$ cat config.mk
export PLATFORM = sky130hd
export DESIGN_NAME = ram_access_ctrl
export DESIGN_NICKNAME = d
export VERILOG_FILES = /design/src/rtl/ram_access_ctrl.sv
export SDC_FILE = /design/constraint.sdc
export NUM_CORES = 1
export LEC_CHECK = 0
export ABC_AREA = 1
export BUFFER_PORTS_ARGS = -buffer_cell sky130_fd_sc_hd__clkbuf_2
export CAP_MARGIN = 30
export CORE_MARGIN = 4
export CORE_UTILIZATION = 35
export CTS_CLUSTER_SIZE = 40
export DETAILED_ROUTE_END_ITERATION = 16
export SLEW_MARGIN = 40
export SYNTH_ARGS = -nofsm -noshare
export SYNTH_HDL_FRONTEND = slang
export SYNTH_SLANG_ARGS = --single-unit
$ cat constraint.sdc
create_clock -name main_clk -period 2.2 [get_ports main_clk]
set_clock_uncertainty 0.2 [all_clocks]
set_input_delay 0.44 -clock main_clk [delete_from_list [all_inputs] [get_ports main_clk]]
set_output_delay 0.44 -clock main_clk [all_outputs]
set_load 0.05 [all_outputs]
$ cat src/rtl/ram_access_ctrl.sv
// ============================================================================
//  Module   : ram_access_ctrl
//  Brief    : Byte-wide RAM sequencer serving a fetch port and a data port.
//  Revision : 1.0 - initial release
// ============================================================================
`default_nettype none

module ram_access_ctrl #(
    parameter int ADDR_W = 9,
    parameter int CNT_W  = 2
) (
    input  logic              main_clk,
    input  logic              reset,
    input  logic              f_req,
    input  logic [31:0]       f_addr,
    output logic [31:0]       f_rdata,
    output logic              f_done,
    output logic              f_err,
    input  logic              d_req,
    input  logic              d_we,
    input  logic [1:0]        d_size,
    input  logic              d_signed,
    input  logic [31:0]       d_addr,
    input  logic [31:0]       d_wdata,
    output logic [31:0]       d_rdata,
    output logic              d_done,
    output logic              d_err,
    output logic [ADDR_W-1:0] ram_addr,
    output logic [7:0]        ram_wdata,
    output logic              ram_we,
    input  logic [7:0]        ram_rdata,
    output logic              busy
);

    localparam logic [2:0] IDLE    = 3'd0;
    localparam logic [2:0] FETCH   = 3'd1;
    localparam logic [2:0] DATA_RD = 3'd2;
    localparam logic [2:0] DATA_WR = 3'd3;
    localparam logic [2:0] DONE    = 3'd4;

    logic [2:0]        r_state;
    logic [ADDR_W-1:0] r_base;
    logic [CNT_W-1:0]  r_cnt;
    logic [CNT_W-1:0]  r_last;
    logic              r_signed;
    logic              r_is_fetch;
    logic              r_err;
    logic [31:0]       r_wdata;
    logic [23:0]       r_asm;

    logic              w_access;
    logic              w_d_err;
    logic              w_f_err;
    logic [CNT_W-1:0]  w_d_last;
    logic [CNT_W-1:0]  w_sel;
    logic [31:0]       w_wshift;
    logic [31:0]       w_asm_next;
    logic [31:0]       w_ext;

    assign w_access = (r_state == FETCH) || (r_state == DATA_RD) || (r_state == DATA_WR);

    assign w_d_err = (d_size == 2'b11)
                   || ((d_size == 2'b01) && d_addr[0])
                   || ((d_size == 2'b10) && (d_addr[1:0] != 2'b00))
                   || ((d_addr >> ADDR_W) != 32'd0);
    assign w_f_err = (f_addr[1:0] != 2'b00) || ((f_addr >> ADDR_W) != 32'd0);

    always_comb begin
        w_d_last = CNT_W'(3);
        case (d_size)
            2'b00:   w_d_last = CNT_W'(0);
            2'b01:   w_d_last = CNT_W'(1);
            default: w_d_last = CNT_W'(3);
        endcase
    end

    // Big-endian: byte k of the access carries byte (N-1-k) of the item.
    assign w_sel    = r_last - r_cnt;
    assign w_wshift = r_wdata >> {w_sel, 3'b000};

    assign w_asm_next = {r_asm, ram_rdata};

    always_comb begin
        w_ext = w_asm_next;
        case (r_last)
            CNT_W'(0): w_ext = {{24{r_signed & w_asm_next[7]}},  w_asm_next[7:0]};
            CNT_W'(1): w_ext = {{16{r_signed & w_asm_next[15]}}, w_asm_next[15:0]};
            default:   w_ext = w_asm_next;
        endcase
    end

    always_ff @(posedge main_clk) begin
        if (reset) begin
            r_state    <= IDLE;
            r_base     <= '0;
            r_cnt      <= '0;
            r_last     <= '0;
            r_signed   <= 1'b0;
            r_is_fetch <= 1'b0;
            r_err      <= 1'b0;
            r_wdata    <= '0;
            r_asm      <= '0;
            f_rdata    <= '0;
            d_rdata    <= '0;
        end else begin
            case (r_state)
                IDLE: begin
                    r_cnt <= '0;
                    if (d_req) begin
                        r_base     <= d_addr[ADDR_W-1:0];
                        r_last     <= w_d_last;
                        r_signed   <= d_signed;
                        r_wdata    <= d_wdata;
                        r_is_fetch <= 1'b0;
                        r_err      <= w_d_err;
                        r_state    <= w_d_err ? DONE : (d_we ? DATA_WR : DATA_RD);
                    end else if (f_req) begin
                        r_base     <= f_addr[ADDR_W-1:0];
                        r_last     <= CNT_W'(3);
                        r_signed   <= 1'b0;
                        r_wdata    <= '0;
                        r_is_fetch <= 1'b1;
                        r_err      <= w_f_err;
                        r_state    <= w_f_err ? DONE : FETCH;
                    end
                end
                FETCH, DATA_RD, DATA_WR: begin
                    r_asm <= w_asm_next[23:0];
                    r_cnt <= r_cnt + CNT_W'(1);
                    if (r_cnt == r_last) begin
                        r_cnt   <= '0;
                        r_state <= DONE;
                        if (r_state == FETCH)   f_rdata <= w_ext;
                        if (r_state == DATA_RD) d_rdata <= w_ext;
                    end
                end
                DONE: begin
                    r_err   <= 1'b0;
                    r_state <= IDLE;
                end
                default: r_state <= IDLE;
            endcase
        end
    end

    assign ram_we    = (r_state == DATA_WR);
    assign ram_addr  = w_access ? (r_base + ADDR_W'(r_cnt)) : '0;
    assign ram_wdata = ram_we ? w_wshift[7:0] : 8'h00;

    assign f_done = (r_state == DONE) && r_is_fetch;
    assign d_done = (r_state == DONE) && !r_is_fetch;
    assign f_err  = f_done && r_err;
    assign d_err  = d_done && r_err;
    assign busy   = (r_state != IDLE);

endmodule

`default_nettype wire

Word-level counts from Yosys, hierarchy flattened
Index checks and enable logic that the tools add are counted.
- shifts and indexed selects: 1
- $add $sub $neg: 3
- multiplexer cells: 26
- bitwise gates (word level): 2
- reduce and logical (&&, ||, !) cells: 30
- equal/unequal tests: 11
- operator list (operator ; count):
    2-to-1 mux 32 bit ; 2
    one-hot mux 32 bit (2 select lines) ; 1
    nonzero test 32 bit ; 2
    right shift 32 x 5 -> 8 bit ; 1
    2-to-1 mux 9 bit ; 3
    2-to-1 mux 3 bit ; 5
    nonzero test 2 bit ; 5
    adder 9 x 2 -> 9 bit ; 1
    2-to-1 mux 8 bit ; 1
    one-hot mux 2 bit (2 select lines) ; 2
    2-to-1 mux 1 bit ; 7
    equality test 3 x 2 -> 1 bit, second input constant ; 2
    logical AND 1 bit ; 6
    logical OR 1 bit ; 6
    2-to-1 mux 2 bit ; 3
    one-hot mux 3 bit (2 select lines) ; 1
    AND reduction 2 bit ; 3
    AND reduction 3 bit ; 2
    equality test 2 x 1 -> 1 bit, second input constant ; 2
    equality test 2 bit, second input constant ; 2
    zero test 2 bit ; 2
    equality test 3 x 1 -> 1 bit, second input constant ; 1
    equality test 3 bit, second input constant ; 1
    zero test 3 bit ; 1
    10 further kinds ; 11
- bits in registers: 139
- word-level logic and storage cells: 84
- input port bits: 112
- output and inout port bits: 87

Logic depth before layout (Yosys ltp)
- depth in word-level cells: 8
- gate-level depth with buffers: 10
- mapped depth without buffers: 9

Worst setup path after synthesis
No wires, ideal clock.
- kind: flip-flop to output port
- start point: register r_state[2]
- end point: output port ram_wdata[0]
- path buffers: 0
- data required time: 1560 ps
- setup slack: -1203 ps
- arrival: 2763 ps
- stages on the path, launching flop included: 6
- path through: dfxtp_1 inv_1 nand2_1 nor2_1 inv_1 a211oi_1
- cells in the longest elaborated chain, start to end: 2
- RTL lines (item ; RTL line ; source):
    from (decl) ; 41 ; logic [2:0] r_state;
    from (signal assigned) ; 116 ; r_state <= w_d_err ? DONE : (d_we ? DATA_WR : DATA_RD);
    from (signal assigned) ; 124 ; r_state <= w_f_err ? DONE : FETCH;
    equality test 3 x 2 -> 1 bit ; 146 ; assign ram_we = (r_state == DATA_WR);
    named net ram_we ; 30 ; output logic ram_we,
    2-to-1 mux 8 bit ; 148 ; assign ram_wdata = ram_we ? w_wshift[7:0] : 8'h00;
    to (decl) ; 29 ; output logic [7:0] ram_wdata,
The timed path passes the listed nets, and every way through them passes these cells.

Worst setup path in the final report
- start point: register r_cnt[0]
- end point: output port ram_wdata[2]
- cells in the longest elaborated chain, start to end: 3
- RTL lines (item ; RTL line ; source):
    from (decl) ; 43 ; logic [CNT_W-1:0] r_cnt;
    from (signal assigned) ; 129 ; r_cnt <= r_cnt + CNT_W'(1);
    subtractor 2 bit ; 78 ; assign w_sel = r_last - r_cnt;
    right shift 32 x 5 -> 8 bit ; 79 ; assign w_wshift = r_wdata >> {w_sel, 3'b000};
    2-to-1 mux 8 bit ; 148 ;
No other way between the ends.

==> impl_metrics.py <==
metrics = {
    "outcome": {
        "status": "complete, but fails checks",
        "violations": "negative setup slack",
    },
    "timing": {
        "max-slew-margin-rel": 0.6381,
        "hold_violations": 0,
        "fin_setup_tns_ps": -9203,
        "tightest_slew_ps": 542.9,
        "fin_crit_ps": 2821,
        "worst_slack_ps": -621.2,
        "setup_violations": 48,
        "drv_slew": 0,
        "rsz0062_at_grt": "true",
        "fmax_mhz": 354.5,
        "finalCritPeriodShare": 1.282,
    },
    "critical_path": {
        "cp-end-kind": "primary output",
        "cp_max_fo": 6,
        "start_kind": "flip-flop",
        "cp.required_ps": 1560,
        "criticalPathCategory": "reg2out",
        "crit_arrival_ps": 2180,
    },
    "synthesis": {
        "synth_fp_nets": 914,
        "synth-seq-cells": 139,
        "synth-edff-count": 0,
        "ys_seq_area_frac": 0.4745,
        "synth_cell_types": 34,
        "synth.top_cell.area_share": 0.4745,
        "netlist_instances": 798,
        "async_flop_share": 0,
        "syn_avg_cell_area_um2": 7.349,
        "synth_area_leaders": "dfxtp_1 (47%), o21ai_0 (10%), nand2_1 (9.8%)",
        "yosys_warnings": 0,
        "netlist_area_um2": 5864,
        "ys_top_cells_by_count": "nand2_1 (153), dfxtp_1 (139), nor2_1 (123)",
        "synth-main-ff-cell": "dfxtp_1",
        "synth_top_area_cell": "dfxtp_1",
        "yosysMostFrequentCell": "nand2_1",
    },
    "clocking": {
        "clock_sink_count": 139,
        "cts.clk_slew.worst_paths_ps": 60,
        "clockBufferDepth": 2,
        "h-tree-depth": 4,
        "clock_latency_ps": 420,
        "cts_tree": "yes",
        "cts_made_buffers": 17,
        "root_buffer": "clkbuf_16",
    },
    "drt": {
        "wl_um": 18620,
        "drc_errors": 0,
        "drt_iter0_markers": 362,
        "first_pass_iters": 4,
        "vias_per_cell": 4.898,
        "ant_nets": 0,
        "vias": 6181,
        "wl_per_cell_um": 14.75,
    },
    "power_and_ir_drop": {
        "clock_power_share": 0.432,
        "p_int_mw": 4.809,
        "ir_worst_vdd_mv": 0.5852,
        "swShare": 0.2700,
        "pwr-share-seq": 0.411,
        "total_power_mw": 6.588,
        "combinationalPowerShare": 0.158,
        "powerDensity_nw_per_um2": 733.8,
        "power.switching_mw": 1.779,
        "total_leakage_power_nw": 3.834,
    },
    "die": {
        "std_cell_rows": 47,
        "io-pin-count": 199,
        "core_region_area_um2": 16520,
        "die_area_um2": 18890,
        "die_x_um": 137.4,
        "start_util": 0.3549,
        "die_height_um": 137.4,
    },
    "finish": {
        "nNetsFinal": 1146,
        "drive_above_1_share": 0.3820,
        "flow.area_growth_from_synthesis_pct": 53.08,
        "n_antenna_cell": 0,
        "fillCellCount": 1565,
    },
    "placed_design": {
        "numPortBuffers": 198,
        "routabilityCongestion": 0.8079,
        "hpwlAfterDp_um": 12440,
    },
    "global_routing": {
        "grt_pass1_vias": 5734,
        "grt_use_total": 0.1919,
        "grt_max_degree": 91,
        "overflow": 0,
        "antenna_found_initial": 0,
        "grt_pass1_wl_um": 28570,
    },
    "worst_hold_path": {
        "min_path_type": "in2reg",
    },
    "run": {
        "cap_violations": 0,
    },
}
-- power groups by stage --
stage,combinational [mW],sequential [mW],clock [mW]
floorplan,0.481,2.81,0
global placement,0.854,2.75,0
detailed placement,0.862,2.75,0
CTS,0.981,2.70,2.89
global route,1.13,2.72,3.00
finish,1.04,2.70,2.84
-- area by class of cell --
cell class | instances | area, µm² | area share
tap | 220 | 275.3 | 0.03066
multi-input combinational | 554 | 3109 | 0.3463
clock inverter | 9 | 111.4 | 0.01240
inverter | 56 | 226.5 | 0.02523
clock buffer | 22 | 474.2 | 0.05282
sequential | 139 | 2799 | 0.3118
timing repair buffer | 262 | 1982 | 0.2208
-- critical path, cell delays in order, from the launching register on --
cell      delay [ps]
dfxtp_2          330
buf_4            130
buf_6            110
ha_4             270
buf_12           140
buf_16           130
mux2i_2          160
a211oi_4         300
buf_12           180
-- metrics by stage --
step / std cells / utilization / setup WS [ps] / area, µm² / hold slack, ps
after floorplan: 798 / - / -340.3 / 6121 / 235.8
after global placement: 1206 / 0.4596 / -376.9 / 7595 / 253.4
after detailed placement: 1206 / 0.4596 / -385.2 / 7595 / 256.7
after CTS: 1250 / 0.5215 / -757.4 / 8618 / 24.57
after global routing: 1262 / 0.5433 / -704.5 / 8977 / 35.37
final: 1262 / 0.5433 / -621.2 / 8977 / 44.96
-- sequential cells by signal (all words and copies together) (netlist names) --
register,flops
d_rdata,32
f_rdata,32
r_asm,24
r_base,9
r_cnt,2
r_err,1
r_is_fetch,1
r_last,2
r_signed,1
r_state,3
r_wdata,32
-- per-layer routing --
metal  GRT usage  vias up  share of wire  wire length (µm)
met4     0.06430        0          0.018               338
met2      0.3110      156           0.48              8971
met1      0.2445     2882           0.44              8207
met3     0.05625       32          0.059              1098
met5           0        -              0                 0
li1            -     3111              -                 -
-- repair_timing --
item / CTS / global route
setup buffers: 11 / 6
setup endpoints to repair: 21 / 80
pin swaps: 31 / 18
gates cloned: 3 / 7
hold buffers: 0 / 0
gates resized for setup: 76 / 82
-- worst paths after layout --
path	startpoint	end	slack [ps]	cells past startpoint
max	r_cnt[0]$_SDFFE_PP0P_	ram_wdata[2]	-620	8
min	d_wdata[15]	r_wdata[15]$_SDFFE_PP0P_	40	3
max reg2reg	r_cnt[0]$_SDFFE_PP0P_	f_rdata[8]$_SDFFE_PP0P_	-70	12
min reg2reg	d_rdata[9]$_SDFFE_PP0P_	d_rdata[9]$_SDFFE_PP0P_	260	2
-- logic make-up after synthesis --
group / after synthesis / synth area share
buffers and inverters: 105 / 0.07745
xor gates and xnor gates: 2 / 0.004268
adders and majority gates: 4 / 0.009815
DFF: 139 / 0.4745
AOI/OAI and AO/OA: 234 / 0.2112
and+or+nand+nor: 306 / 0.2091
muxes: 8 / 0.01366
-- placed cells by master (no fill, tap or decap), types with 5 or more instances in the layout --
cell / synthesis / final
clkbuf_2: 0 / 176
nand2_1: 153 / 146
dfxtp_1: 139 / 132
o21ai_0: 118 / 101
nor2_1: 123 / 93
a21oi_1: 75 / 73
inv_1: 52 / 43
buf_4: 2 / 34
a31oi_1: 28 / 28
nor2_2: 3 / 24
clkbuf_16: 0 / 22
buf_6: 4 / 15
buf_8: 0 / 14
buf_12: 0 / 13
nor2_4: 1 / 10
o21ai_1: 1 / 10
inv_2: 4 / 9
a211oi_4: 0 / 8
o21ai_2: 0 / 7
mux2i_2: 0 / 6
nor3_4: 1 / 6
nand2_2: 1 / 5
nand3_1: 6 / 5
Note: power is estimated with default switching activity, not from simulation.
